--- src/rtl/id_ex_skid_reg_if.sv ---
// Decode-to-execute handshake bundle for id_ex_skid_reg.
// The slave modport is the pipeline register; master is the decode/execute side.
interface id_ex_skid_reg_if #(
   parameter int DATA_W = 32,
   parameter int PC_W   = 32,
   parameter int RIDX_W = 5,
   parameter int CTRL_W = 8
) ();
   logic              in_valid;
   logic              in_ready;
   logic [CTRL_W-1:0] in_ctrl;
   logic [PC_W-1:0]   in_pc;
   logic [DATA_W-1:0] in_rs1;
   logic [DATA_W-1:0] in_rs2;
   logic [RIDX_W-1:0] in_rd;
   logic [DATA_W-1:0] in_imm;

   logic              out_valid;
   logic              out_ready;
   logic [CTRL_W-1:0] out_ctrl;
   logic [PC_W-1:0]   out_pc;
   logic [DATA_W-1:0] out_rs1;
   logic [DATA_W-1:0] out_rs2;
   logic [RIDX_W-1:0] out_rd;
   logic [DATA_W-1:0] out_imm;

   modport slave (
      input  in_valid, in_ctrl, in_pc, in_rs1, in_rs2, in_rd, in_imm,
      output in_ready,
      output out_valid, out_ctrl, out_pc, out_rs1, out_rs2, out_rd, out_imm,
      input  out_ready
   );

   modport master (
      output in_valid, in_ctrl, in_pc, in_rs1, in_rs2, in_rd, in_imm,
      input  in_ready,
      input  out_valid, out_ctrl, out_pc, out_rs1, out_rs2, out_rd, out_imm,
      output out_ready
   );
endinterface

--- src/rtl/id_ex_skid_reg.sv ---
// ID/EX pipeline register with a two-entry skid buffer (M presented, S younger).
// Optional stall counter output enabled by defining ID_EX_STALL_CNT_EN.
module id_ex_skid_reg #(
   parameter int DATA_W = 32,
   parameter int PC_W   = 32,
   parameter int RIDX_W = 5,
   parameter int CTRL_W = 8
) (
   input  logic                  clk,
   input  logic                  rst_n,
   input  logic                  flush,
   id_ex_skid_reg_if.slave       bus
`ifdef ID_EX_STALL_CNT_EN
   ,
   output logic [15:0]           stall_cnt
`endif
);

   localparam int BUNDLE_W = CTRL_W + PC_W + (3 * DATA_W) + RIDX_W;

   // Encoding chosen so bit0 is m_valid and bit1 is s_valid directly.
   typedef enum logic [1:0] {
      ST_EMPTY = 2'b00,
      ST_ONE   = 2'b01,
      ST_TWO   = 2'b11
   } state_t;

   state_t              r_state;
   state_t              w_state_nxt;
   logic                w_in_ready;
   logic                w_out_valid;
   logic                w_in_fire;
   logic                w_out_fire;
   logic                w_load_m_in;
   logic                w_load_m_s;
   logic                w_load_s;
   logic [BUNDLE_W-1:0] w_in_bundle;
   logic [BUNDLE_W-1:0] r_m_bundle;
   logic [BUNDLE_W-1:0] r_s_bundle;

   assign w_out_valid = r_state[0];
   assign w_in_ready  = ~r_state[1];
   assign w_in_fire   = bus.in_valid & w_in_ready;
   assign w_out_fire  = w_out_valid & bus.out_ready;

   assign w_in_bundle = {bus.in_ctrl, bus.in_pc, bus.in_rs1, bus.in_rs2, bus.in_rd, bus.in_imm};

   assign bus.in_ready  = w_in_ready;
   assign bus.out_valid = w_out_valid;
   assign {bus.out_ctrl, bus.out_pc, bus.out_rs1, bus.out_rs2, bus.out_rd, bus.out_imm} = r_m_bundle;

   // Occupancy state register.
   always_ff @(posedge clk or negedge rst_n) begin
      if (!rst_n) begin
         r_state <= ST_EMPTY;
      end else begin
         r_state <= w_state_nxt;
      end
   end

   // Next occupancy and entry load strobes; flush outranks every transfer.
   always_comb begin
      w_state_nxt = r_state;
      w_load_m_in = 1'b0;
      w_load_m_s  = 1'b0;
      w_load_s    = 1'b0;
      if (flush) begin
         w_state_nxt = ST_EMPTY;
      end else begin
         case (r_state)
            ST_EMPTY: begin
               if (w_in_fire) begin
                  w_load_m_in = 1'b1;
                  w_state_nxt = ST_ONE;
               end else begin
                  w_state_nxt = ST_EMPTY;
               end
            end
            ST_ONE: begin
               if (w_in_fire && w_out_fire) begin
                  w_load_m_in = 1'b1;
                  w_state_nxt = ST_ONE;
               end else if (w_in_fire) begin
                  w_load_s    = 1'b1;
                  w_state_nxt = ST_TWO;
               end else if (w_out_fire) begin
                  w_state_nxt = ST_EMPTY;
               end else begin
                  w_state_nxt = ST_ONE;
               end
            end
            ST_TWO: begin
               if (w_out_fire) begin
                  w_load_m_s  = 1'b1;
                  w_state_nxt = ST_ONE;
               end else begin
                  w_state_nxt = ST_TWO;
               end
            end
            default: begin
               w_state_nxt = ST_EMPTY;
            end
         endcase
      end
   end

   // Main entry payload: fresh input or promotion of the skid entry.
   always_ff @(posedge clk or negedge rst_n) begin
      if (!rst_n) begin
         r_m_bundle <= {BUNDLE_W{1'b0}};
      end else if (w_load_m_in) begin
         r_m_bundle <= w_in_bundle;
      end else if (w_load_m_s) begin
         r_m_bundle <= r_s_bundle;
      end else begin
         r_m_bundle <= r_m_bundle;
      end
   end

   // Skid entry payload, captured only when M is stalled.
   always_ff @(posedge clk or negedge rst_n) begin
      if (!rst_n) begin
         r_s_bundle <= {BUNDLE_W{1'b0}};
      end else if (w_load_s) begin
         r_s_bundle <= w_in_bundle;
      end else begin
         r_s_bundle <= r_s_bundle;
      end
   end

`ifdef ID_EX_STALL_CNT_EN
   logic [15:0] r_stall_cnt;

   assign stall_cnt = r_stall_cnt;

   // Saturating count of cycles where execute refuses a valid bundle.
   always_ff @(posedge clk or negedge rst_n) begin
      if (!rst_n) begin
         r_stall_cnt <= 16'h0000;
      end else if (flush) begin
         r_stall_cnt <= 16'h0000;
      end else if (w_out_valid && !bus.out_ready && (r_stall_cnt != 16'hFFFF)) begin
         r_stall_cnt <= r_stall_cnt + 16'h0001;
      end else begin
         r_stall_cnt <= r_stall_cnt;
      end
   end
`endif

endmodule

--- src/flat_wrapper.sv ---
// flat-port wrapper written by rule: the top's interface ports become plain ports
module id_ex_skid_reg_flat 
#(
   parameter int DATA_W = 32,
   parameter int PC_W   = 32,
   parameter int RIDX_W = 5,
   parameter int CTRL_W = 8
)
  (clk, rst_n, flush, bus_in_valid, bus_in_ctrl, bus_in_pc, bus_in_rs1, bus_in_rs2, bus_in_rd, bus_in_imm, bus_in_ready, bus_out_valid, bus_out_ctrl, bus_out_pc, bus_out_rs1, bus_out_rs2, bus_out_rd, bus_out_imm, bus_out_ready);
  id_ex_skid_reg_if #(.DATA_W(DATA_W), .PC_W(PC_W), .RIDX_W(RIDX_W), .CTRL_W(CTRL_W)) bus_i ();
  input  logic clk;
  input  logic rst_n;
  input  logic flush;
  input wire logic [$bits(bus_i.in_valid)-1:0] bus_in_valid;
  input wire logic [$bits(bus_i.in_ctrl)-1:0] bus_in_ctrl;
  input wire logic [$bits(bus_i.in_pc)-1:0] bus_in_pc;
  input wire logic [$bits(bus_i.in_rs1)-1:0] bus_in_rs1;
  input wire logic [$bits(bus_i.in_rs2)-1:0] bus_in_rs2;
  input wire logic [$bits(bus_i.in_rd)-1:0] bus_in_rd;
  input wire logic [$bits(bus_i.in_imm)-1:0] bus_in_imm;
  output wire logic [$bits(bus_i.in_ready)-1:0] bus_in_ready;
  output wire logic [$bits(bus_i.out_valid)-1:0] bus_out_valid;
  output wire logic [$bits(bus_i.out_ctrl)-1:0] bus_out_ctrl;
  output wire logic [$bits(bus_i.out_pc)-1:0] bus_out_pc;
  output wire logic [$bits(bus_i.out_rs1)-1:0] bus_out_rs1;
  output wire logic [$bits(bus_i.out_rs2)-1:0] bus_out_rs2;
  output wire logic [$bits(bus_i.out_rd)-1:0] bus_out_rd;
  output wire logic [$bits(bus_i.out_imm)-1:0] bus_out_imm;
  input wire logic [$bits(bus_i.out_ready)-1:0] bus_out_ready;
  assign bus_i.in_valid = bus_in_valid;
  assign bus_i.in_ctrl = bus_in_ctrl;
  assign bus_i.in_pc = bus_in_pc;
  assign bus_i.in_rs1 = bus_in_rs1;
  assign bus_i.in_rs2 = bus_in_rs2;
  assign bus_i.in_rd = bus_in_rd;
  assign bus_i.in_imm = bus_in_imm;
  assign bus_in_ready = bus_i.in_ready;
  assign bus_out_valid = bus_i.out_valid;
  assign bus_out_ctrl = bus_i.out_ctrl;
  assign bus_out_pc = bus_i.out_pc;
  assign bus_out_rs1 = bus_i.out_rs1;
  assign bus_out_rs2 = bus_i.out_rs2;
  assign bus_out_rd = bus_i.out_rd;
  assign bus_out_imm = bus_i.out_imm;
  assign bus_i.out_ready = bus_out_ready;
  id_ex_skid_reg #(.DATA_W(DATA_W), .PC_W(PC_W), .RIDX_W(RIDX_W), .CTRL_W(CTRL_W)) u_core (.clk(clk), .rst_n(rst_n), .flush(flush), .bus(bus_i));
endmodule
--- config.mk ---
export PLATFORM = sky130hd
export DESIGN_NAME = id_ex_skid_reg_flat
export DESIGN_NICKNAME = d
export VERILOG_FILES = /design/src/rtl/id_ex_skid_reg_if.sv /design/src/rtl/id_ex_skid_reg.sv /design/src/flat_wrapper.sv
export SDC_FILE = /design/constraint.sdc
export NUM_CORES = 1
export LEC_CHECK = 0
export BUFFER_PORTS_ARGS = -buffer_cell sky130_fd_sc_hd__buf_4
export CAP_MARGIN = 20
export CORE_ASPECT_RATIO = 1.4
export CORE_MARGIN = 2
export CORE_UTILIZATION = 35
export DETAILED_ROUTE_END_ITERATION = 12
export PLACE_DENSITY_LB_ADDON = 0.08
export SETUP_SLACK_MARGIN = 0.4
export SLEW_MARGIN = 20
export SYNTH_ARGS = -nofsm -noshare
export SYNTH_HDL_FRONTEND = slang
export SYNTH_SLANG_ARGS = --single-unit
export TNS_END_PERCENT = 1
--- constraint.sdc ---
create_clock -name clk -period 1.9 [get_ports clk]
set_clock_uncertainty 0.15 [all_clocks]
set_input_delay 0.38 -clock clk [delete_from_list [all_inputs] [get_ports clk]]
set_output_delay 0.38 -clock clk [all_outputs]
set_load 0.02 [all_outputs]
==> run summary, run 1 <==
Total Wirelength: 30900 um
Rel. slew slack: 68.9%
Warnings, synthesis: 0
net switching power: 4.61 mW
count of cell types in the netlist: 21
sequential share of power: 46.1%
post-route ant nets: 0
total track usage: 18.1%
f_max: 545 MHz
clock-pin slew on the worst setup and hold paths: 0.06 ns
failing checks: hold timing
crit path capture type: flop
status: finished with violations
Crit Path Category: flop to flop
total CTS buffers: 30
Site Rows: 78
CTS root buf: clkbuf_16
post-synthesis register bit count: 284
unrepaired setup endpoints after global routing: yes
WHS Endpoint: u_core.r_state[0]
P_leak: 7.78 nW
Layout Area Growth over Synthesis: 45.9%
Die Span X: 156 um
via count: 8188
PD cells: 1030 mW/mm^2
Hold WS: -0.105 ns
Hold Fails Final Rpt: 2
Longest Clk Path Bufs: 3
post-DP HPWL: 19300 um
Die Ht: 217 um
Worst-Margin Slew: 0.467 ns
reg2reg setup slack: 0.07 ns
placed cell areas: 0.0142 mm^2
Seq/Total Area, Yosys: 62.4%
FF-to-FF End: u_core.r_m_bundle[115]
CTS tree: done
H-tree Lvls: 1
Final min period: 1.83 ns
Final Setup Violations: 0
Final GP Congestion: 0.729
Mapped Nets: 926
area of the mapped netlist: 0.0114 mm^2
fraction of registers with async set/reset: 100%
max-cap viol count: 0
power share of the clock group: 33.0%
Post-synth EDFFs: 0
Comb pwr share: 20.9%
Critical Path Source Type: flop
Hold Path Depth: 2
fraction of layout cells with a size suffix above 1: 39.8%
Final #Nets: 1358
Final Instance Area: 0.0166 mm^2
worst vdd ir: 0.790 mV
Mapped Avg Cell Area: 14.6 um^2
1st-iter DRT viols: 330
Reg-to-Reg Start: u_core.r_state[1]
Avg WL per Cell: 19.0 um
IO Port Bufs: 288
Synth Instances: 780
DR pass1 iterations: 4
WP data arrival: 2.12 ns
largest net degree at the start of global routing: 85
total grt overflow: 0
HP Start: flush
via density per instance: 5.02
Post-CTS Hold Fix Bufs: 142
largest fanout on the critical path: 51
Final Max Tran Viols: 0
total negative slack: 0 ns
FF-to-FF path depth: 4
first-pass GRT wire length: 49000 um
sw frac: 26.8%
initial antenna violation count: 1
clk sinks: 284
Die ar.: 0.0340 mm^2
crit share post-route: 96.5%
Critical Path RT: 2.18 ns
ys flop type: dfrtp_1
vias in the first global route: 8649
starting density of the core: 35.3%
Worst Hold Class: input pin to flop
Pint: 12.6 mW
top-level I/O count: 289
clock latency at the later pin of the worst-skew pair: 0.56 ns
DR DRC count: 0
core footprint: 0.0322 mm^2
-- flip-flops by register name (all words and copies together) (netlist names) --
register and flops:
u_core.r_m_bundle 141, u_core.r_s_bundle 141, u_core.r_state 2
-- how the worst max path moves through the flow --
stage                                 start  cells after the start                endpoint
after global placement                flush                      5   u_core.r_s_bundle[68]
final                     u_core.r_state[1]                      4  u_core.r_m_bundle[115]
after CTS                 u_core.r_state[1]                      4   u_core.r_m_bundle[35]
after detailed placement              flush                      5   u_core.r_s_bundle[57]
after global routing      u_core.r_state[1]                      4   u_core.r_m_bundle[60]
after floorplan           u_core.r_state[0]                      5   u_core.r_s_bundle[79]
-- kinds of logic (layout without fill, tap and decap cells) --
group           count (synthesis)  count (layout)  synth area share [%]
compound gates                143             143                  12.5
buf+inv                        62             512                  2.56
mux                           145             145                  14.3
flops                         284             284                  62.4
simple gates                  146             146                  8.22
other cells                     0               1                     0
-- cells in the mapped netlist (2+ instances only) --
cell / count / area (um^2)
a221o_1: 139 / 1390
buf_2: 38 / 190
dfrtp_1: 284 / 7110
mux2_1: 24 / 270
mux2_2: 121 / 1360
and2_1: 139 / 870
inv_1: 2 / 7.51
clkbuf_1: 20 / 75.1
-- stage by stage --
stage,util [%],power (mW),setup WS [ns],std cells
floorplan,-,9.71,0.157,780
global placement,44.2,11.3,0.0506,1437
detailed placement,44.2,11.4,0.0381,1437
CTS,51.6,17.4,0.0876,1630
global route,51.6,18.0,0.0408,1631
finish,51.6,17.2,0.0657,1631
-- power by group through the flow --
stage,Clock (mW),Combinational (mW),Sequential (mW)
after floorplan,0,1.26,8.46
after global placement,0,3.33,7.98
after detailed placement,0,3.40,8.00
after CTS,5.87,3.65,7.91
after global routing,6.09,3.86,8.07
final,5.68,3.59,7.91
-- cell type report --
| cell class | count | area (um^2) |
|---|---|---|
| inverter | 2 | 10.0 |
| timing repair buffer | 460 | 4040 |
| multi-input combinational | 434 | 4020 |
| tap | 400 | 500 |
| antenna | 1 | 2.50 |
| fill | 2802 | 15600 |
| sequential | 284 | 7110 |
| clock inverter | 5 | 53.8 |
| clock buffer | 45 | 878 |
-- worst max-delay path: stages (launching register included) --
cell and delay [ns]:
dfrtp_1 0.39, nand2b_4 0.16, o31a_2 0.40, buf_12 0.20, a221o_1 0.34
-- routing by layer --
layer  track usage [%]  up-vias  wire, um
li1                  -     3777         -
met1              24.0     4133     13400
met2              29.4      222     14900
met3              3.94       56      1790
met4              6.24        0       871
met5                 0        -         0
-- repair_timing --
| item | 4_1_cts | 5_1_grt |
|---|---|---|
| buffers inserted | 1 | 0 |
| pin swaps | 0 | 0 |
| endpoints found under the setup margin | 425 | 425 |
| resized for setup | 4 | 0 |
| endpoints found under the hold margin | 487 | 2 |
-- cell usage in the layout (no fill, tap or decap) --
master / n
nor3_4: 1
bufinv_16: 1
dlygate4sd3_1: 142
buf_12: 17
nand4b_1: 1
diode_2: 1
o21ai_0: 1
buf_8: 1
o21a_1: 1
clkbuf_1: 9
clkinv_2: 3
dfrtp_1: 283
buf_6: 2
a221o_1: 139
clkbuf_16: 31
nand3_4: 1
nand2b_4: 1
inv_6: 1
nor3b_2: 1
nor2b_4: 1
clkbuf_8: 5
and2_1: 139
o31a_2: 1
and4b_4: 1
dfrtp_2: 1
buf_4: 298
mux2_1: 24
a21oi_1: 1
inv_1: 1
inv_4: 1
mux2_2: 121
Note: power is estimated with default switching activity, not from simulation.
==> inputs of run 2 (changes only) <==
clock period = 1.8 ns   (was 1.9 ns; I/O delays follow)
==> run 2 against run 1 <==
  * Routed wire length is 5.6% higher
  * First-iteration DRC count is 0.91% lower
  * Core utilization is 4.0 points higher
  * Critical path depth stayed put
  * Cell area is 7.8% higher
  * Clock-buffer cell count is 8 lower
  * Largest cell class unchanged
  * Power is 16% higher
  * Global-route usage is 1.1 points higher
  * The flow finishes with violations (hold timing, setup timing)
  * Flip-flop and latch count stayed put
  * Critical endpoint is now u_core.r_m_bundle[80]
==> run summary, run 2 (synthesis results as in run 1) <==
Post-CTS Hold Fix Bufs: 143 (+0.70%)
crit share post-route: 102% (+5.2 points)
status: finished with violations
placed cell areas: 0.0144 mm^2 (+1.4%)
via count: 8461 (+3.3%)
Reg-to-Reg Start: u_core.r_state[1]
total negative slack: -0.290 ns (-0.290 ns)
final worst setup slack: -0.0316 ns (-0.0974 ns)
initial antenna violation count: 1 (unchanged)
post-DP HPWL: 20100 um (+4.2%)
CTS tree: done
Worst Hold Class: input pin to flop
H-tree Lvls: 1 (unchanged)
Final min period: 1.83 ns (-0.00264 ns)
Top Usage Layer GRT: met2
Crit Path Category: flop to flop
clock latency at the later pin of the worst-skew pair: 0.55 ns (about the same)
WP data arrival: 2.11 ns (about the same)
Total Wirelength: 32700 um (+5.6%)
Layout Area Growth over Synthesis: 57.3%
Critical Path RT: 2.07 ns (-0.11 ns)
Largest regs: u_core.r_m_bundle: 141 flops, u_core.r_s_bundle: 141 flops, u_core.r_state: 2 flops
Die Span X: 156 um (unchanged)
CTS root buf: clkbuf_16
clock-pin slew on the worst setup and hold paths: 0.06 ns (about the same)
1st-iter DRT viols: 327 (-0.91%)
Die ar.: 0.0340 mm^2 (unchanged)
post-route ant nets: 0 (unchanged)
top-level I/O count: 289 (unchanged)
Longest Clk Path Bufs: 3 (unchanged)
via density per instance: 5.09 (+1.3%)
f_max: 546 MHz (+0.14%)
Critical Path Source Type: flop
total grt overflow: 0 (unchanged)
failing checks: hold timing, setup timing
crit path capture type: flop
worst vdd ir: 0.776 mV (-1.7%)
vias in the first global route: 9152 (+5.8%)
PD cells: 1110 mW/mm^2 (+7.7%)
Worst setup endpoint: u_core.r_m_bundle[80]
starting density of the core: 35.3% (unchanged)
unrepaired setup endpoints after global routing: yes
total CTS buffers: 30 (unchanged)
clk sinks: 284 (unchanged)
IO Port Bufs: 288 (unchanged)
DR DRC count: 0 (unchanged)
Final #Nets: 1384 (+1.9%)
reg2reg setup slack: -0.03 ns (-0.10 ns)
FF-to-FF End: u_core.r_m_bundle[80]
Rel. slew slack: 72.0% (+3.1 points)
Final GP Congestion: 0.720 (-1.2%)
FF-to-FF path depth: 4 (unchanged)
largest fanout on the critical path: 75 (+47%)
Worst setup startpoint: u_core.r_state[1]
Fill cells: 2666 (-4.9%)
met2 usage: 32.0% (+2.6 points)
Final Instance Area: 0.0179 mm^2 (+7.8%)
fraction of layout cells with a size suffix above 1: 43.6% (+3.8 points)
Avg WL per Cell: 19.6 um (+3.6%)
most frequent cells in the layout: dfrtp_1 (283), buf_4 (167), buf_6 (147)
Hold Fails Final Rpt: 1 (-1)
met1 GRT Util: 25.0% (+0.92 points)
Worst-Margin Slew: 0.421 ns (-0.0462 ns)
P_leak: 8.44 nW (+8.5%)
Die Ht: 217 um (unchanged)
commonest non-fill, non-tap cell in the layout: dfrtp_1
largest net degree at the start of global routing: 76 (-11%)
total track usage: 19.2% (+1.1 points)
Final Setup Violations: 25 (+25)
Hold WS: -0.0671 ns (+0.0379 ns)
Site Rows: 78 (unchanged)
Final Max Tran Viols: 0 (unchanged)
GR Util met3: 4.20% (+0.26 points)
first-pass GRT wire length: 52000 um (+6.1%)
core footprint: 0.0322 mm^2 (unchanged)
final core area utilization: 55.6% (+4.0 points)
max-cap viol count: 0 (unchanged)
DR pass1 iterations: 4 (unchanged)
## run 2: cell count changes in the layout (fill, tap and decap cells not counted), moves of 4 or more
cell / delta
buf_16: +5
bufinv_16: +8
clkbuf_1: -5
clkinv_2: +4
and2_1: -6
mux2_4: +39
mux2_1: -20
and2_4: +6
buf_6: +145
buf_12: +5
buf_4: -131
mux2_2: -19
## run 2: timing repair
item                       in CTS  in global routing
resized for setup             180                 21
hold endpoints to repair      513                  1
cloned                          3                  0
setup endpoints to repair     425                425
pin swaps                      67                 54
setup buffers                   3                  1
## run 2: area by class of cell
| type | instances | area, um^2 | area share [%] |
|---|---|---|---|
| Clock buffer | 37 | 818 | 4.57 |
| Sequential cell | 284 | 7110 | 39.7 |
| Timing Repair Buffer | 486 | 4950 | 27.6 |
| Tap cell | 400 | 500 | 2.79 |
| Antenna cell | 1 | 2.50 | 0.0140 |
| Clock inverter | 19 | 329 | 1.84 |
| Inverter | 2 | 7.51 | 0.0419 |
| Multi-Input combinational cell | 434 | 4190 | 23.4 |
## run 2: routing by layer
metal / vias up / part of all wire [%]
met5: - / 0
met4: 0 / 2.6
met3: 50 / 6.0
met2: 275 / 48
met1: 4296 / 43
li1: 3840 / -
## run 2: critical path: stages, from the launching register on
cell      delay [ns]
dfrtp_1         0.39
nand2b_4        0.15
o31a_4          0.36
buf_12          0.21
a221o_1         0.36
## run 2: stage by stage
stage	power (mW)	cells	setup WS [ns]
4_1_cts	20.1	1661	-0.00588
5_1_grt	20.9	1663	-0.0813
6_report	19.9	1663	-0.0316
2_1_floorplan	10.3	780	0.0569
3_5_place_dp	12.1	1456	-0.0925
3_3_place_gp	12.0	1456	-0.0748
## run 2: worst min path at each step
stage          slack [ns]  cells past startpoint          start               endpoint
6_report            -0.07                      3  bus_out_ready      u_core.r_state[1]
5_1_grt             -0.09                      3  bus_out_ready      u_core.r_state[1]
4_1_cts              -0.1                      3  bus_out_ready      u_core.r_state[1]
3_5_place_dp         0.15                      1          rst_n  u_core.r_m_bundle[90]
3_3_place_gp         0.15                      1          rst_n  u_core.r_m_bundle[90]
2_1_floorplan       -0.09                      0          rst_n   u_core.r_m_bundle[0]
## run 2: power breakdown
part	switching, mW	internal, mW	total [mW]	leakage, nW
Combinational	1.74	2.58	4.32	4.39
Sequential	0.766	7.71	8.47	3.50
Clock	2.63	4.52	7.14	0.560
==> inputs of run 3 (changes only) <==
clock period = 1.72 ns   (was 1.8 ns; I/O delays follow)
==> run 3 against run 2 <==
  * The flow still finishes with violations (hold timing, setup timing)
  * Setup slack got worse by 0.11 ns
  * Power rose by 1.3%
  * Clock power fell by 4.8%
  * Flip-flop and latch count did not move
==> run summary, run 3 (synthesis results as in run 1) <==
DR pass1 iterations: 4 (unchanged)
Final Max Tran Viols: 0 (unchanged)
first-pass GRT wire length: 51400 um (-1.2%)
clk sinks: 284 (unchanged)
sequential share of power: 43.9% (+1.4 points)
post-DP HPWL: 20900 um (+3.5%)
total grt overflow: 0 (unchanged)
FF-to-FF path depth: 5 (+1)
final core area utilization: 55.5% (-0.12 points)
crit path capture type: flop
pre-CTS WS: -0.159 ns (-0.0668 ns)
failing checks: hold timing, setup timing
unrepaired setup endpoints after global routing: yes
CTS tree: done
Worst Hold Class: input pin to flop
post-route ant nets: 0 (unchanged)
Pint: 15.0 mW (+1.0%)
Reg-to-Reg Start: u_core.r_state[1]
post-route insts no fill: 1678 (+0.90%)
placed cell areas: 0.0147 mm^2 (+1.6%)
Post-CTS Hold Fix Bufs: 144 (+0.70%)
worst vdd ir: 0.703 mV (-9.5%)
Final min period: 1.86 ns (+0.0263 ns)
total track usage: 18.9% (-0.33 points)
Largest regs: u_core.r_m_bundle: 141 flops, u_core.r_s_bundle: 141 flops, u_core.r_state: 2 flops
core footprint: 0.0322 mm^2 (unchanged)
Avg WL per Cell: 19.1 um (-3.0%)
crit path cell chain: nand2b_4 > o31a_4 > buf_12 > buf_12 > a221o_1
total CTS buffers: 30 (unchanged)
Final Instance Area: 0.0179 mm^2 (-0.22%)
total negative slack: -13.80 ns (-13.51 ns)
CP Depth: 5 (+1)
sw frac: 25.9% (+0.19 points)
Worst setup endpoint: u_core.r_m_bundle[97]
Worst setup startpoint: u_core.r_state[1]
via density per instance: 5.01 (-1.4%)
DP Cell Count: 1480 (+1.6%)
PD cells: 1130 mW/mm^2 (+1.5%)
diodes inserted: 0 (-1)
WP data arrival: 2.14 ns (+0.03 ns)
Final Setup Violations: 204 (+720%)
Die ar.: 0.0340 mm^2 (unchanged)
Power Total: 20.2 mW (+1.3%)
crit-path most repeated cell: buf_12
slowest CP cell: dfrtp_1
Comb pwr share: 22.4% (+0.7 points)
Hold WS: -0.0583 ns (+0.00874 ns)
CP top delay family: compound AO/OA/AOI/OAI gates
P_leak: 8.42 nW (-0.29%)
Die Ht: 217 um (unchanged)
largest net degree at the start of global routing: 62 (-18%)
CP peak stage delay: 0.39 ns (about the same)
power share of the clock group: 33.7% (-2.1 points)
Hold Fails Final Rpt: 1 (unchanged)
vias in the first global route: 9377 (+2.5%)
Worst-Margin Slew: 0.303 ns (-0.117 ns)
Site Rows: 78 (unchanged)
clock latency at the later pin of the worst-skew pair: 0.55 ns (about the same)
f_max: 538 MHz (-1.4%)
Rel. slew slack: 79.8% (+7.8 points)
most frequent cells in the layout: dfrtp_1 (283), buf_4 (184), buf_6 (153)
IO Port Bufs: 288 (unchanged)
Longest Clk Path Bufs: 3 (unchanged)
clock-pin slew on the worst setup and hold paths: 0.06 ns (about the same)
largest fanout on the critical path: 19 (-75%)
Final GP Congestion: 0.731 (+1.5%)
Buf/Inv on CP: 2 (+1)
final worst setup slack: -0.138 ns (-0.106 ns)
1st-iter DRT viols: 303 (-7.3%)
Critical Path Source Type: flop
starting density of the core: 35.3% (unchanged)
CTS root buf: clkbuf_16
Critical Path RT: 2.00 ns (-0.07 ns)
via count: 8415 (-0.54%)
initial antenna violation count: 0 (-1)
Final #Nets: 1406 (+1.6%)
top-level I/O count: 289 (unchanged)
max-cap viol count: 0 (unchanged)
reg2reg setup slack: -0.14 ns (-0.11 ns)
DR DRC count: 0 (unchanged)
Layout Area Growth over Synthesis: 57.0%
H-tree Lvls: 1 (unchanged)
FF-to-FF End: u_core.r_m_bundle[97]
Die Span X: 156 um (unchanged)
crit share post-route: 108% (+6.3 points)
net switching power: 5.24 mW (+2.0%)
Crit Path Category: flop to flop
status: finished with violations
Total Wirelength: 32000 um (-2.1%)
fraction of layout cells with a size suffix above 1: 42.4% (-1.2 points)
commonest non-fill, non-tap cell in the layout: dfrtp_1
-- run 3: changes by cell type in the layout (fill, tap and decap cells not counted), sizes merged --
cell	before	now
clkinvlp	2	0
diode	1	0
clkbuf	37	44
bufinv	9	5
bufbuf	0	1
clkinv	8	1
dlygate4sd3	143	144
buf	343	363
-- run 3: worst min-delay path by stage --
stage / startpoint / cells past startpoint / slack (ns) / end
after floorplan: rst_n / 0 / -0.10 / u_core.r_m_bundle[0]
after global placement: rst_n / 1 / 0.08 / u_core.r_m_bundle[90]
after detailed placement: rst_n / 1 / 0.08 / u_core.r_m_bundle[92]
after CTS: bus_out_ready / 3 / -0.09 / u_core.r_state[1]
after global routing: bus_out_ready / 3 / -0.06 / u_core.r_state[1]
final: bus_out_ready / 3 / -0.06 / u_core.r_state[1]
-- run 3: timing repair --
item                       CTS  global route
hold endpoints to repair   556             1
cloned                       1             0
gates resized for setup    157            28
pin swaps                    3             0
setup endpoints to repair  425           425
buffers inserted             3             0
-- run 3: power groups by stage --
stage / logic [mW] / clock network (mW) / registers [mW]
6_report: 4.52 / 6.80 / 8.87
5_1_grt: 4.84 / 7.32 / 9.04
4_1_cts: 4.47 / 7.03 / 8.85
3_5_place_dp: 3.84 / 0 / 8.85
3_3_place_gp: 3.77 / 0 / 8.84
2_1_floorplan: 1.39 / 0 / 9.34
-- run 3: metal layers --
layer  track usage [%]  share of wire, %  vias to the layer above
li1                  -                 -                     3871
met1              23.8                42                     4272
met2              32.1                49                      219
met3              4.18               5.5                       53
met4              6.21               2.8                        0
met5                 0                 0                        -
-- run 3: final cells by class --
class,count,area (um^2)
clock buffer,44,865
clock inverter,6,155
fill,2689,14300
inverter,2,10.0
multi-input combinational,434,4140
sequential,284,7110
tap,400,500
timing repair buffer,508,5090
-- run 3: worst reg2reg max path, delay by kind of cell, from the launching register on --
family	cells	cell delay, ns
and+or+nand+nor	1	0.15
buffers and inverters	2	0.35
AOI/OAI and AO/OA	2	0.70
DFF	1	0.39
